[src/rtl/display_scheduler.sv]
// Three-source display arbiter with round-robin dwell, urgent pre-emption
// on source 0, and a free-running 4-digit multiplexed scan.
module display_scheduler #(
    parameter int DWELL_TICKS = 50000000,
    parameter int SCAN_DIV    = 100000
) (
    input  logic        clk,
    input  logic        reset,
    input  logic [2:0]  req,
    input  logic        urgent,
    input  logic [15:0] data0,
    input  logic [15:0] data1,
    input  logic [15:0] data2,
    input  logic [3:0]  dot0,
    input  logic [3:0]  dot1,
    input  logic [3:0]  dot2,
    output logic [2:0]  grant,
    output logic        grant_change,
    output logic [15:0] disp_value,
    output logic [3:0]  disp_dot,
    output logic [1:0]  digit_sel,
    output logic [3:0]  digit_en,
    output logic [3:0]  digit_nibble,
    output logic        digit_dp
);

    localparam int DW = $clog2(DWELL_TICKS);
    localparam int PW = $clog2(SCAN_DIV);
    localparam logic [DW-1:0] DWELL_LAST = DW'(DWELL_TICKS - 1);
    localparam logic [PW-1:0] SCAN_LAST  = PW'(SCAN_DIV - 1);

    typedef enum logic [1:0] {
        IDLE,
        SHOW,
        PREEMPT
    } state_t;

    state_t        state, state_nx;
    logic [1:0]    owner, owner_nx;
    logic [1:0]    rr, rr_nx;
    logic [1:0]    saved, saved_nx;
    logic          saved_valid, saved_valid_nx;
    logic [DW-1:0] dwell, dwell_nx;
    logic [2:0]    grant_nx;
    logic [PW-1:0] presc;
    logic          hot;
    logic          release_now;
    logic [2:0]    pick_rr;
    logic [2:0]    pick_oth;
    logic [15:0]   sel_value;
    logic [3:0]    sel_dot;

    function automatic logic [1:0] inc3(input logic [1:0] x);
        return (x == 2'd2) ? 2'd0 : x + 2'd1;
    endfunction

    // Returns {found, index}: first set bit of m scanning upward from start.
    function automatic logic [2:0] pick(input logic [2:0] m,
                                        input logic [1:0] start);
        logic [3:0] mm;
        logic [1:0] c;
        logic [2:0] r;
        mm = {1'b0, m};
        c  = start;
        r  = 3'b000;
        for (int k = 0; k < 3; k++) begin
            if (!r[2] && mm[c]) begin
                r = {1'b1, c};
            end
            c = inc3(c);
        end
        return r;
    endfunction

    function automatic logic [2:0] onehot(input logic [1:0] idx);
        return 3'b001 << idx;
    endfunction

    assign hot         = req[0] & urgent;
    assign pick_rr     = pick(req, rr);
    assign pick_oth    = pick(req & ~grant, inc3(owner));
    assign release_now = (dwell == DWELL_LAST) || ((req & grant) == 3'b000);

    always_comb begin
        state_nx       = state;
        owner_nx       = owner;
        rr_nx          = rr;
        saved_nx       = saved;
        saved_valid_nx = saved_valid;
        dwell_nx       = dwell;
        grant_nx       = grant;
        unique case (state)
            IDLE: begin
                if (hot) begin
                    state_nx = PREEMPT;
                    owner_nx = 2'd0;
                    grant_nx = 3'b001;
                    dwell_nx = '0;
                end else if (pick_rr[2]) begin
                    state_nx = SHOW;
                    owner_nx = pick_rr[1:0];
                    grant_nx = onehot(pick_rr[1:0]);
                    dwell_nx = '0;
                end
            end
            SHOW: begin
                if (hot) begin
                    state_nx       = PREEMPT;
                    owner_nx       = 2'd0;
                    grant_nx       = 3'b001;
                    saved_nx       = owner;
                    saved_valid_nx = 1'b1;
                end else if (release_now) begin
                    dwell_nx = '0;
                    if (pick_oth[2]) begin
                        owner_nx = pick_oth[1:0];
                        grant_nx = onehot(pick_oth[1:0]);
                        rr_nx    = inc3(pick_oth[1:0]);
                    end else if ((req & grant) != 3'b000) begin
                        rr_nx = inc3(owner);
                    end else begin
                        state_nx = IDLE;
                        grant_nx = 3'b000;
                    end
                end else begin
                    dwell_nx = dwell + 1'b1;
                end
            end
            PREEMPT: begin
                if (!hot) begin
                    saved_valid_nx = 1'b0;
                    dwell_nx       = '0;
                    if (saved_valid && ((req & onehot(saved)) != 3'b000)) begin
                        state_nx = SHOW;
                        owner_nx = saved;
                        grant_nx = onehot(saved);
                    end else if (pick_rr[2]) begin
                        state_nx = SHOW;
                        owner_nx = pick_rr[1:0];
                        grant_nx = onehot(pick_rr[1:0]);
                    end else begin
                        state_nx = IDLE;
                        grant_nx = 3'b000;
                    end
                end
            end
            default: begin
                state_nx = IDLE;
                grant_nx = 3'b000;
            end
        endcase
    end

    // Display copy follows the grant being installed on this same edge.
    always_comb begin
        sel_value = '0;
        sel_dot   = '0;
        unique case (1'b1)
            grant_nx[0]: begin
                sel_value = data0;
                sel_dot   = dot0;
            end
            grant_nx[1]: begin
                sel_value = data1;
                sel_dot   = dot1;
            end
            grant_nx[2]: begin
                sel_value = data2;
                sel_dot   = dot2;
            end
            default: begin
                sel_value = '0;
                sel_dot   = '0;
            end
        endcase
    end

    always_ff @(posedge clk or posedge reset) begin
        if (reset) begin
            state        <= IDLE;
            owner        <= 2'd0;
            rr           <= 2'd0;
            saved        <= 2'd0;
            saved_valid  <= 1'b0;
            dwell        <= '0;
            grant        <= 3'b000;
            grant_change <= 1'b0;
            disp_value   <= '0;
            disp_dot     <= '0;
        end else begin
            state        <= state_nx;
            owner        <= owner_nx;
            rr           <= rr_nx;
            saved        <= saved_nx;
            saved_valid  <= saved_valid_nx;
            dwell        <= dwell_nx;
            grant        <= grant_nx;
            grant_change <= (grant_nx != grant);
            if (grant_nx != 3'b000) begin
                disp_value <= sel_value;
                disp_dot   <= sel_dot;
            end
        end
    end

    always_ff @(posedge clk or posedge reset) begin
        if (reset) begin
            presc     <= '0;
            digit_sel <= 2'd0;
        end else if (presc == SCAN_LAST) begin
            presc     <= '0;
            digit_sel <= digit_sel + 2'd1;
        end else begin
            presc <= presc + 1'b1;
        end
    end

    assign digit_en     = 4'b0001 << digit_sel;
    assign digit_nibble = disp_value[{digit_sel, 2'b00} +: 4];
    assign digit_dp     = disp_dot[digit_sel];

endmodule

[config.mk]
export PLATFORM = sky130hd
export DESIGN_NAME = display_scheduler
export DESIGN_NICKNAME = d
export VERILOG_FILES = /design/src/rtl/display_scheduler.sv
export SDC_FILE = /design/constraint.sdc
export NUM_CORES = 1
export LEC_CHECK = 0
export CAP_MARGIN = 5
export CORE_MARGIN = 8
export CORE_UTILIZATION = 25
export DETAILED_ROUTE_END_ITERATION = 8
export HOLD_SLACK_MARGIN = 0.12
export PLACE_DENSITY_LB_ADDON = 0.1
export SETUP_SLACK_MARGIN = 0.02
export SYNTH_ARGS = -nofsm -noshare
export SYNTH_HDL_FRONTEND = slang
export SYNTH_SLANG_ARGS = --single-unit
[constraint.sdc]
create_clock -name clk -period 3 [get_ports clk]
set_input_delay 0.9 -clock clk [delete_from_list [all_inputs] [get_ports clk]]
set_output_delay 0.9 -clock clk [all_outputs]
set_load 0.05 [all_outputs]
* Yosys cells after proc, flatten, opt, wreduce, memory -nomap -nowiden
Cells that the tools add are included.
Cells by class: add/subtract/negate cells 9, $mul 0, divide/modulo/power cells 0, $lt $le $gt $ge 7, equality and inequality tests 19, shift operators 5, multiplexer cells 68, bitwise gates (word level) 6, reductions and logical operators 24
Operators with widths (count):
- 26-bit 2-to-1 mux | 5
- 26-bit one-hot mux with 3 select lines | 1
- 16-bit one-hot mux with 3 select lines | 1
- 3-bit 2-to-1 mux | 15
- 2-bit 2-to-1 mux | 22
- 26-bit by 1-bit adder with 26-bit output (second input constant) | 1
- 26-bit == test (second input constant) | 1
- 2-bit by 3-bit < comparator with 1-bit output (second input constant) | 7
- 17-bit by 1-bit adder with 17-bit output (second input constant) | 1
- 17-bit == test (second input constant) | 1
- 17-bit 2-to-1 mux | 1
- 16-bit by 5-bit variable part select with 4-bit output | 1
- 3-bit inequality test (second input constant) | 5
- 2-bit by 1-bit adder with 2-bit output (second input constant) | 7
- 1-bit binary-select mux with 2-bit select | 7
- 2-bit == test (second input constant) | 7
- 2-bit one-hot mux with 3 select lines | 2
- 4-bit one-hot mux with 3 select lines | 1
- 4-bit AND reduction | 3
- 3-bit nonzero test | 4
- 1-bit 2-to-1 mux | 11
- 3-bit bitwise AND | 3
- 3-bit one-hot mux with 3 select lines | 1
- 1-bit by 2-bit << shifter with 3-bit output (first input constant) | 3
- 17 further kinds | 27
Word-level totals: bits in registers 78, latch bits 0, bits in writable memories 0, memory bits (read-only) 0, input bits 66, output and inout bits 35, word-level logic and storage cells 150, memories 0

* Depth between registers and ports, before layout
depth in word-level cells 17, mapped depth 11, gate-level depth less buffers 10

* Worst setup path after synthesis
Ideal clock, no wire load.
path type input to register, start in req[0], end reg disp_value[0], setup time 0.134 ns, data arrival time 2.675 ns, setup slack 0.190 ns, stages on the path 9, buffers on the path 2, cells stage by stage buf_2 nor2_1 o311ai_0 o211ai_1 a221oi_2 nor2_2 buf_6 a222oi_1 o21ai_1
On the way: word-level cells in the longest chain between the ends 16, elaborated cells between the ends (all ways) 49, those cells by class shift: 2; mux: 29; bitwise: 4; reduce/logical: 14
Ends and longest elaborated chain:
- from (decl) | RTL line 9 | input logic [2:0] req,
- 3-bit bitwise AND | RTL line 81 | assign pick_oth = pick(req & ~grant, inc3(owner));
- 1-bit binary-select mux with 2-bit select | RTL line 67 | if (!r[2] && mm[c]) begin
- 1-bit 2-to-1 mux (not written as such) | RTL line 67
- 3-bit 2-to-1 mux | RTL line 67
- 1-bit logical NOT | RTL line 67
- 1-bit logical AND | RTL line 67
- 3-bit 2-to-1 mux | RTL line 67
- 1-bit logical NOT | RTL line 67
- 1-bit logical AND | RTL line 67
- 3-bit 2-to-1 mux | RTL line 67
- 1-bit by 2-bit << shifter with 3-bit output | RTL line 76 | return 3'b001 << idx;
- 3-bit 2-to-1 mux | RTL line 115 | if (pick_oth[2]) begin
- 3-bit 2-to-1 mux | RTL line 113 | end else if (release_now) begin
- 3-bit 2-to-1 mux | RTL line 107 | if (hot) begin
- 3-bit one-hot mux with 3 select lines (*) | RTL line 92 | unique case (state)
- net grant_nx[2] | RTL line 44 | logic [2:0] grant_nx;
- 16-bit one-hot mux with 3 select lines or 3-bit nonzero test (tied branches) | RTL line 158, 199
- to (signal assigned) | RTL line 200 | disp_value <= sel_value;
- to (decl) | RTL line 19 | output logic [15:0] disp_value,
The timed path passes the listed nets; every way through them passes the cells marked *. The select of a mux whose other input is x is not followed. A chain may end at the register's enable or synchronous reset.

* Worst setup path in the final report
start in urgent, end reg disp_value[8]
On the way: word-level cells in the longest chain between the ends 4, elaborated cells between the ends (all ways) 7, those cells by class mux: 5; bitwise: 1; reduce/logical: 1
Ends and longest elaborated chain:
- from (decl) | RTL line 10 | input logic urgent,
- 1-bit bitwise AND (*) | RTL line 79 | assign hot = req[0] & urgent;
- 3-bit 2-to-1 mux (on tied branches) | RTL line 130, 107, 94
- 3-bit one-hot mux with 3 select lines (*) | RTL line 92
- 16-bit one-hot mux with 3 select lines or 3-bit nonzero test (tied branches) | RTL line 158, 199
Every way passes the cells marked *; elsewhere a longest branch is shown, timed or not.

==> flow_summary_export.csv <==
group,metric,value,unit
outcome,status,"finished clean",
final_layout,register_area,1952,um2
synth,ys_warn_count,0,
final_layout,multiInputGateArea,2497,um2
global_routing,antenna_found_initial,0,
setup_path,crit_arrival,3.08,ns
global_routing,grt_max_degree,37,
synth,yosysTopAreaCell,"dfrtp_1",
placed_design,post_dp_cell_area,6279,um2
synth,syn-cell-area,4589,um2
synth,ys_ff_latch,78,
sta,setup_violations,0,
placed_design,hpwl,10940,um
floorplan,fp-row-count,49,
placed_design,gp_congestion,0.8031,
sta,whs,0.4939,ns
pwr,pwr_density_cell,931.4,nW/um2
global_routing,grt_pass1_wl,24700,um
global_routing,grt_use_met2,22.67,%
floorplan,die_w,151.5,um
placed_design,dp_slack,-0.7189,ns
final_layout,final_net_count,736,
clock_tree,clock_path_buffers,2,
global_routing,groute.usage.overall,13.91,%
floorplan,coreArea,17960,um2
route,wl_per_cell,17.27,um
final_layout,area_delta_synth_final,49.59,%
route,avgViaCountPerCell,4.916,
setup_path,cp_cell_sequence,"clkdlybuf4s50_1 > buf_4 > or3b_1 > a211oi_2 > buf_4 > nor4_4 > buf_4 > buf_4 > a31oi_4 > buf_4 > buf_16 > o21ai_1",
synth,synth.area.top_cells,"dfrtp_1 (43%), a222oi_1 (4.6%), nor2_1 (3.8%)",
pwr,p_switching,2.896,mW
pwr,p_leak,2.927,nW
placed_design,io_buffers,100,
clock_tree,clock_latency,0.34,ns
setup_path,crit_path_frequent_cell,"buf_4",
global_routing,grt_pass1_vias,4566,
sta,fin_crit_sh,95.47,%
clock_tree,cts_sinks,78,
sta,setup_ws,0.1360,ns
final_layout,fillers,1797,
pwr,pwr-share-clk,16.0,%
floorplan,io-pin-count,101,
sta,relSlewSlack,63.16,%
setup_path,crit_family,"buffers and inverters",
sta,rsz0062_at_grt,"yes",
route,dr.first_iter.drc_count,283,
floorplan,initial_core_util,25.55,%
final_layout,antennaDiodeCount,0,
pwr,internal_power,3.498,mW
sta,skew,0.009401,ns
pwr,switching_share,45.29,%
synth,synth-main-ff-cell,"dfrtp_1",
sta,min_period,2.864,ns
synth,postSynth.asyncResetShare,100.0,%
setup_path,end_kind,"flop",
final_layout,drive_gt1_share,22.71,%
clock_tree,hold_buffers,0,
synth,synth.distinct_cells,68,
final_layout,most-common-layout-cells,"clkdlybuf4s50_1 (91), buf_4 (85), dfrtp_1 (78)",
synth,yosysTopAreaCellShare,42.53,%
setup_path,cp_slowest_stage_delay,0.43,ns
pwr,power_frac_comb,59.6,%
route,drc,0,
route,ant_nets,0,
sta,tightest_slew,0.5509,ns
pwr,pwr-share-seq,24.4,%
setup_path,crit_type,"in2reg",
route,drtPass1Iterations,6,
setup_path,path_buf_inv,7,
setup_path,startpoint_type,"input port",
setup_path,cp_max_fo,10,
final_layout,layout_commonest_cell,"clkdlybuf4s50_1",
synth,avgSynthCellArea,9.482,um2
final_layout,finalInstanceArea,6865,um2
synth,synthCells,484,
pwr,peakVddDrop,0.0005596,V
global_routing,grt_overflow,0,
clock_tree,cts_tree,"built",
clock_tree,ctsRootBufferMaster,"clkbuf_16",
sta,timing.fmax,349.2,MHz
route,drt_wl_total,15440,um
floorplan,die-area,22950,um2
setup_path,required,3.22,ns
setup_path,cp_slowest_cell,"clkdlybuf4s50_1",
job,drv_cap,0,
sta,hold_viol_final,0,
min_path,hold_class,"reg2reg",
sta,drv_slew,0,
global_routing,grt_busiest_layer,"met2",
synth,synth_nets,560,
synth,ys_seq_area_share,42.53,%
synth,synth_edf_count,0,
clock_tree,path_clk_slew,0.06,ns
clock_tree,cts_buffers,9,
clock_tree,htree_levels,3,
global_routing,use_met3,5.346,%
global_routing,use_met1,17.12,%
route,num_vias,4395,
floorplan,dieHeight,151.5,um
==> Yosys cell counts, types with 4 or more instances <==
| library cell | n |
|---|---|
| buf_6 | 5 |
| clkbuf_1 | 9 |
| nand3_1 | 21 |
| nor2b_1 | 5 |
| o21ai_1 | 27 |
| o211ai_1 | 4 |
| a31oi_1 | 4 |
| inv_1 | 33 |
| nor3_1 | 5 |
| mux4_2 | 5 |
| nand4_1 | 9 |
| and3_1 | 8 |
| nor2_1 | 46 |
| and4_1 | 5 |
| nand2_1 | 41 |
| buf_2 | 4 |
| o31ai_1 | 4 |
| o21ai_0 | 25 |
| a222oi_1 | 21 |
| a21oi_1 | 13 |
| xnor2_1 | 14 |
| xor2_1 | 17 |
| dfrtp_1 | 78 |
| ha_1 | 10 |
==> cell families after synthesis <==
| family | count (synthesis) | share of synthesized area [%] |
|---|---|---|
| AND/OR/NAND/NOR | 175 | 20.45 |
| AO/OA/AOI/OAI | 124 | 18.59 |
| flip-flops | 78 | 42.53 |
| buffers and inverters | 56 | 6.161 |
| XOR/XNOR | 31 | 5.916 |
| multiplexers | 10 | 3.626 |
| adder cells (fa/ha/maj) | 10 | 2.726 |
==> flip-flops by register name, summed over array words and instances (netlist names), 3 cells and up <==
signal	cells
disp_dot	4
disp_value	16
dwell	26
grant	3
presc	17
==> layout make-up <==
| class | instances | share of cell area, % |
|---|---|---|
| repair buffers | 187 | 25.31 |
| clock inverters | 5 | 0.4921 |
| inverters | 33 | 1.822 |
| clock buffers | 11 | 3.390 |
| flip-flops and latches | 78 | 28.43 |
| well taps | 229 | 4.174 |
| multi-input cells | 351 | 36.38 |
==> layer usage <==
layer | routed length [um] | vias to the layer above
li1 | - | 2115
met1 | 6696 | 2151
met2 | 7493 | 118
met3 | 1106 | 11
met4 | 142 | 0
met5 | 0 | -
==> through the flow <==
step	setup TNS (ns)	power [mW]	std cells	utilization, %
after floorplan	0	3.611	484	-
final	0	6.394	894	38.22
after global placement	-19.95	4.878	859	34.95
after global routing	0	6.818	894	38.22
after CTS	0	6.427	894	37.91
after detailed placement	-20.81	4.875	859	34.95
==> worst register-to-register path: stages, from the launching register on <==
cell	delay, ns
dfrtp_1	0.39
ha_4	0.15
nand4_2	0.13
buf_4	0.18
nor4_1	0.39
buf_4	0.20
a21oi_4	0.07
buf_4	0.15
nor2_2	0.14
nor4_4	0.06
buf_4	0.17
buf_4	0.14
a31oi_4	0.13
buf_4	0.16
buf_16	0.13
o21ai_1	0.06
==> power groups by stage <==
stage	sequential (mW)	clock, mW	combinational, mW
2_1_floorplan	2.01	0	1.60
3_3_place_gp	1.56	0	3.32
3_5_place_dp	1.56	0	3.32
4_1_cts	1.55	1.08	3.80
5_1_grt	1.60	1.11	4.11
6_report	1.56	1.02	3.81
==> what timing repair did <==
item                                    in CTS  in global routing
buffers inserted                            15                  1
cloned                                       4                  0
endpoints found under the setup margin      32                 23
pin swaps                                   19                  9
gates resized for setup                     21                 21
==> worst paths after layout <==
check / startpoint / slack [ns] / depth (start not counted) / to
max reg2reg: dwell[1] / 0.21 / 15 / disp_value[8]
max in group asynchronous: reset / 1.50 / 3 / saved[1]
min: presc[0] / 0.49 / 1 / presc[0]
max: urgent / 0.14 / 12 / disp_value[8]
min reg2reg: presc[0] / 0.49 / 1 / presc[0]
min in group asynchronous: reset / 0.82 / 2 / presc[15]
(Power assumes the default switching activity.)
==> patch 1: new RTL, same settings <==
`DWELL_TICKS`: 50000000 -> 100000000.
--- a/src/rtl/display_scheduler.sv
+++ b/src/rtl/display_scheduler.sv
@@ -1,7 +1,7 @@
 // Three-source display arbiter with round-robin dwell, urgent pre-emption
 // on source 0, and a free-running 4-digit multiplexed scan.
 module display_scheduler #(
-    parameter int DWELL_TICKS = 50000000,
+    parameter int DWELL_TICKS = 100000000,
     parameter int SCAN_DIV    = 100000
 ) (
     input  logic        clk,
Behaviour: no difference found for any inputs over 4 cycles, from zero or initial values and one cycle with reset high; that may be too few to reach the edited logic, so the function may still have changed.
==> patch 1 against the unedited design <==
  * Synthesized area is 5.2% higher
  * Routed wire length is 1.3% higher
  * Final area is 1.5% higher
  * Worst setup slack worse by 0.012 ns
  * Power is 0.10% lower
  * Final cell count is 3.7% higher
  * Sequential share of layout area is 0.070 points lower
  * Sequential cell count is 1 higher
  * Critical path type unchanged
==> patch 1: results (changes against the unedited design) <==
<table>
<tr><th>Metric</th><th>Value</th></tr>
<tr><th colspan="2">Outcome</th></tr>
<tr><td>Outcome</td><td>finished clean</td></tr>
<tr><th colspan="2">Timing</th></tr>
<tr><td>Final hold slack</td><td>0.4872 ns (-0.006728 ns)</td></tr>
<tr><td>Slew at the pin with the worst max-slew slack</td><td>0.5860 ns (+0.03503 ns)</td></tr>
<tr><th colspan="2">Placed design</th></tr>
<tr><td>DP HPWL</td><td>11730 um (+7.3%)</td></tr>
<tr><td>Global placer's final weighted congestion</td><td>0.8605 (+7.1%)</td></tr>
<tr><td>Instance area at placement</td><td>6570 um2 (+4.6%)</td></tr>
<tr><td>Placed insts</td><td>906 (+5.5%)</td></tr>
<tr><th colspan="2">Yosys</th></tr>
<tr><td>Part of the Yosys area used for sequential elements</td><td>0.4094 (-0.01587)</td></tr>
<tr><td>Nets in the synthesized netlist</td><td>577 (+3.0%)</td></tr>
<tr><td>Share of cell area taken by muxes after synthesis</td><td>0.07878 (+0.04252)</td></tr>
<tr><td>Distinct cell type count after synthesis</td><td>63 (-7.4%)</td></tr>
<tr><td>Largest cells by area after synthesis</td><td>sky130_fd_sc_hd__dfrtp_1 41%, sky130_fd_sc_hd__mux2_2 4.7%, sky130_fd_sc_hd__a221o_1 4.1%</td></tr>
<tr><td>Post-Syn Instances</td><td>501 (+3.5%)</td></tr>
<tr><td>Leading cell types by count after synthesis</td><td>79 x sky130_fd_sc_hd__dfrtp_1, 52 x sky130_fd_sc_hd__nor2_1, 37 x sky130_fd_sc_hd__nand2_1</td></tr>
<tr><td>Post-synthesis share of cell area spent on full adders, half adders and majority gates</td><td>0.02591 (-0.001349)</td></tr>
<tr><td>Area fraction in compound gates after synthesis</td><td>0.1788 (-0.007130)</td></tr>
<tr><th colspan="2">Layout</th></tr>
<tr><td>Layout cells sized above 1</td><td>0.2067 (-0.02038)</td></tr>
<tr><td>Layout filler cell count</td><td>1939 (+7.9%)</td></tr>
<tr><td>Nets@finish</td><td>729 (-0.95%)</td></tr>
<tr><th colspan="2">Routing</th></tr>
<tr><td>Count of vias placed by the detailed router</td><td>4408 (+0.30%)</td></tr>
<tr><td>Routed via count divided by cell count</td><td>4.755 (-3.3%)</td></tr>
<tr><td>First-pass iteration count of the detailed router</td><td>4 (-2)</td></tr>
<tr><td>Violation count after the first detailed-routing iteration</td><td>167 (-41%)</td></tr>
<tr><th colspan="2">Hold path</th></tr>
<tr><td>Hold path startpoint</td><td>dwell[6]</td></tr>
<tr><td>Worst hold endpoint</td><td>dwell[6]</td></tr>
<tr><th colspan="2">Global route</th></tr>
<tr><td>All-layer global routing usage</td><td>0.1339 (-0.005190)</td></tr>
<tr><td>Initial antenna violation count</td><td>4 (+4)</td></tr>
<tr><td>Vias in the first global route</td><td>4713 (+3.2%)</td></tr>
<tr><td>Global-route wire length before repair</td><td>25390 um (+2.8%)</td></tr>
<tr><th colspan="2">Pwr</th></tr>
<tr><td>Leakage power figure</td><td>2.990 nW (+2.1%)</td></tr>
</table>
-- patch 1: cell count changes after synthesis, moves of 5 or more --
cell                       delta
sky130_fd_sc_hd__a21oi_1      -5
sky130_fd_sc_hd__mux2_2      +18
sky130_fd_sc_hd__a311oi_1    +20
sky130_fd_sc_hd__nand2b_1     +6
sky130_fd_sc_hd__clkbuf_1     +8
sky130_fd_sc_hd__o21ai_1     -27
sky130_fd_sc_hd__a222oi_1    -20
sky130_fd_sc_hd__a221o_1     +20
sky130_fd_sc_hd__nor2_1       +6
-- patch 1: critical path: stages --
cell and delay (ns):
sky130_fd_sc_hd__clkdlybuf4s50_1 0.54, sky130_fd_sc_hd__nand2_2 0.12, sky130_fd_sc_hd__buf_4 0.16, sky130_fd_sc_hd__o221ai_1 0.23
sky130_fd_sc_hd__buf_4 0.17, sky130_fd_sc_hd__a41oi_4 0.15, sky130_fd_sc_hd__buf_4 0.21, sky130_fd_sc_hd__a221o_1 0.34
sky130_fd_sc_hd__mux2_1 0.28
-- patch 1: timing repair --
action | 4_1_cts | 5_1_grt
hold endpoints to repair | 0 | 0
buffers inserted | 0 | 1
setup endpoints to repair | 29 | 25
pin swaps | 2 | 6
gates resized for setup | 6 | 14
-- patch 1: area by class of cell --
| class | instances | area share |
|---|---|---|
| clock buffers | 9 | 0.03231 |
| inverters | 34 | 0.01849 |
| diodes | 4 | 0.001436 |
| clock inverters | 7 | 0.01598 |
| multi-input cells | 360 | 0.3770 |
| well taps | 265 | 0.04757 |
| repair buffers | 169 | 0.2237 |
| flip-flops and latches | 79 | 0.2836 |
-- patch 1: stage by stage --
| stage | util | setup slack [ns] |
|---|---|---|
| after global placement | 0.3421 | -0.5370 |
| after floorplan | - | 0.02769 |
| final | 0.3629 | 0.1238 |
| after CTS | 0.3598 | 0.02021 |
| after global routing | 0.3629 | 0.02075 |
| after detailed placement | 0.3421 | -0.5624 |
-- patch 1: metal layers --
layer  wire [um]  track usage
met3         589      0.03356
met5           0            0
met1        6657       0.1531
met4         339      0.05646
met2        8046       0.2338
-- patch 1: worst max path at each step --
stage          cells after the start             to    startpoint  slack [ns]
5_1_grt                            8  disp_value[4]     dwell[17]        0.02
3_5_place_dp                      10    disp_dot[2]        req[2]       -0.56
4_1_cts                            3    digit_en[0]  digit_sel[1]        0.02
3_3_place_gp                      10    disp_dot[2]        req[2]       -0.54
6_report                           9    disp_dot[2]        urgent        0.12
2_1_floorplan                      9      dwell[23]        req[2]        0.03
-- patch 1: power breakdown --
part | total, mW | internal (mW) | switching [mW] | leakage, nW
combinational | 3.56 | 1.62 | 1.94 | 1.78
clock | 1.28 | 0.752 | 0.524 | 0.166
sequential | 1.55 | 1.29 | 0.253 | 1.04
==> patch 2: new RTL, config.mk and constraints unchanged <==
Made on the original files. Reset style: synchronous (`reset`), changed in 2 clocked blocks.
--- a/src/rtl/display_scheduler.sv
+++ b/src/rtl/display_scheduler.sv
@@ -175,7 +175,7 @@
         endcase
     end
 
-    always_ff @(posedge clk or posedge reset) begin
+    always_ff @(posedge clk) begin
         if (reset) begin
             state        <= IDLE;
             owner        <= 2'd0;
@@ -203,7 +203,7 @@
         end
     end
 
-    always_ff @(posedge clk or posedge reset) begin
+    always_ff @(posedge clk) begin
         if (reset) begin
             presc     <= '0;
             digit_sel <= 2'd0;
Function: differs if reset is asserted again (counterexample within 4 cycles, from zero or initial values and one cycle with reset high); with reset held inactive, the same outputs for 4 cycles.
==> patch 2 against the unedited design <==
  * Synthesized area decreased by 4.3%
  * Worst setup slack improved by 0.11 ns
  * Via count increased by 3.1%
  * Core utilization decreased by 0.62 points
  * Final area decreased by 5.6%
  * Sequential share of layout area decreased by 4.3 points
  * Final cell count increased by 0.56%
  * First-iteration DRC count increased by 11%
  * Sequential cell count unchanged
  * Critical path depth decreased by 1
  * Die area decreased by 3.9%
  * Worst hold slack got worse by 0.029 ns
  * Routed wire length decreased by 3.4%
  * Critical endpoint is now disp_value[7]
  * Largest cell class unchanged
Power is not compared: it rests on default switching activity, and its combinational part moved more than twofold at a synthesized area within 25%.
==> patch 2: results (changes against the unedited design) <==
<table>
<tr><th>Metric</th><th>Value</th></tr>
<tr><th colspan="2">Routing</th></tr>
<tr><td>Violation count after the first detailed-routing iteration</td><td>313 (+11%)</td></tr>
<tr><td>First-pass iteration count of the detailed router</td><td>5 (-1)</td></tr>
<tr><td>Avg WL per Cell</td><td>16.59 um (-4.0%)</td></tr>
<tr><td>Count of vias placed by the detailed router</td><td>4532 (+3.1%)</td></tr>
<tr><th colspan="2">Global route</th></tr>
<tr><td>All-layer global routing usage</td><td>0.1391 (about the same)</td></tr>
<tr><td>Global-route wire length before repair</td><td>24610 um (-0.39%)</td></tr>
<tr><th colspan="2">Timing</th></tr>
<tr><td>Slew at the pin with the worst max-slew slack</td><td>0.5612 ns (+0.01032 ns)</td></tr>
<tr><td>Final hold slack</td><td>0.4648 ns (-0.02911 ns)</td></tr>
<tr><th colspan="2">Critical path</th></tr>
<tr><td>Last element of the critical path</td><td>disp_value[7]</td></tr>
<tr><td>Reg2reg start</td><td>state[0]</td></tr>
<tr><td>Highest cell delay on the worst timing path</td><td>0.35 ns (-0.08 ns)</td></tr>
<tr><td>Top Family by Delay on Critical Path</td><td>compound AO/OA/AOI/OAI gates</td></tr>
<tr><th colspan="2">Yosys</th></tr>
<tr><td>Fraction of registers with async set or reset after synthesis</td><td>0 (-1.000)</td></tr>
<tr><td>Largest cells by area after synthesis</td><td>sky130_fd_sc_hd__dfxtp_1 36%, sky130_fd_sc_hd__nor2_1 6.2%, sky130_fd_sc_hd__a21oi_1 5.0%</td></tr>
<tr><td>Fraction of synthesized cell area in xor and xnor cells</td><td>0.07381 (+0.01465)</td></tr>
<tr><td>Post-synthesis share of cell area spent on full adders, half adders and majority gates</td><td>0.02850 (+0.001235)</td></tr>
<tr><td>Share of cell area taken by muxes after synthesis</td><td>0.03705 (+0.0007880)</td></tr>
<tr><td>Post-Syn Instances</td><td>525 (+8.5%)</td></tr>
<tr><td>Nets in the synthesized netlist</td><td>601 (+7.3%)</td></tr>
<tr><th colspan="2">Placed design</th></tr>
<tr><td>Global placer's final weighted congestion</td><td>0.8720 (+8.6%)</td></tr>
<tr><td>Worst slack, placed</td><td>-0.6374 ns (+0.08143 ns)</td></tr>
<tr><td>Placed insts</td><td>878 (+2.2%)</td></tr>
<tr><th colspan="2">Hold path</th></tr>
<tr><td>Worst hold endpoint</td><td>presc[0]</td></tr>
<tr><th colspan="2">CTS</th></tr>
<tr><td>Resize count post-CTS</td><td>16 (-24%)</td></tr>
<tr><th colspan="2">Outcome</th></tr>
<tr><td>Outcome</td><td>finished clean</td></tr>
<tr><th colspan="2">Layout</th></tr>
<tr><td>Layout cells sized above 1</td><td>0.1706 (-0.05644)</td></tr>
</table>
==> patch 2: cell types whose count changed after synthesis, moves of 17 or more <==
cell                      before  now
sky130_fd_sc_hd__a21oi_1      13   44
sky130_fd_sc_hd__dfrtp_1      78    0
sky130_fd_sc_hd__dfxtp_1       0   78
sky130_fd_sc_hd__inv_1        33   12
sky130_fd_sc_hd__nor2_1       46   72
sky130_fd_sc_hd__o21ai_1      27    0
sky130_fd_sc_hd__o31ai_1       4   21
==> patch 2: metal layers <==
metal / global-route usage / share of wire / vias up / wire length (um)
met3: 0.05135 / 0.074 / 19 / 1106
li1: - / - / 2222 / -
met2: 0.2207 / 0.47 / 137 / 7074
met5: 0 / 0 / - / 0
met1: 0.1694 / 0.43 / 2154 / 6459
met4: 0.04844 / 0.018 / 0 / 270
==> patch 2: final cells by class <==
type	instances	area [um2]
sequential	78	1562
timing repair buffer	169	1598
tap	225	281.5
clock buffer	12	236.5
clock inverter	3	46.29
fill	1735	10760
inverter	12	45.04
multi-input combinational	400	2713
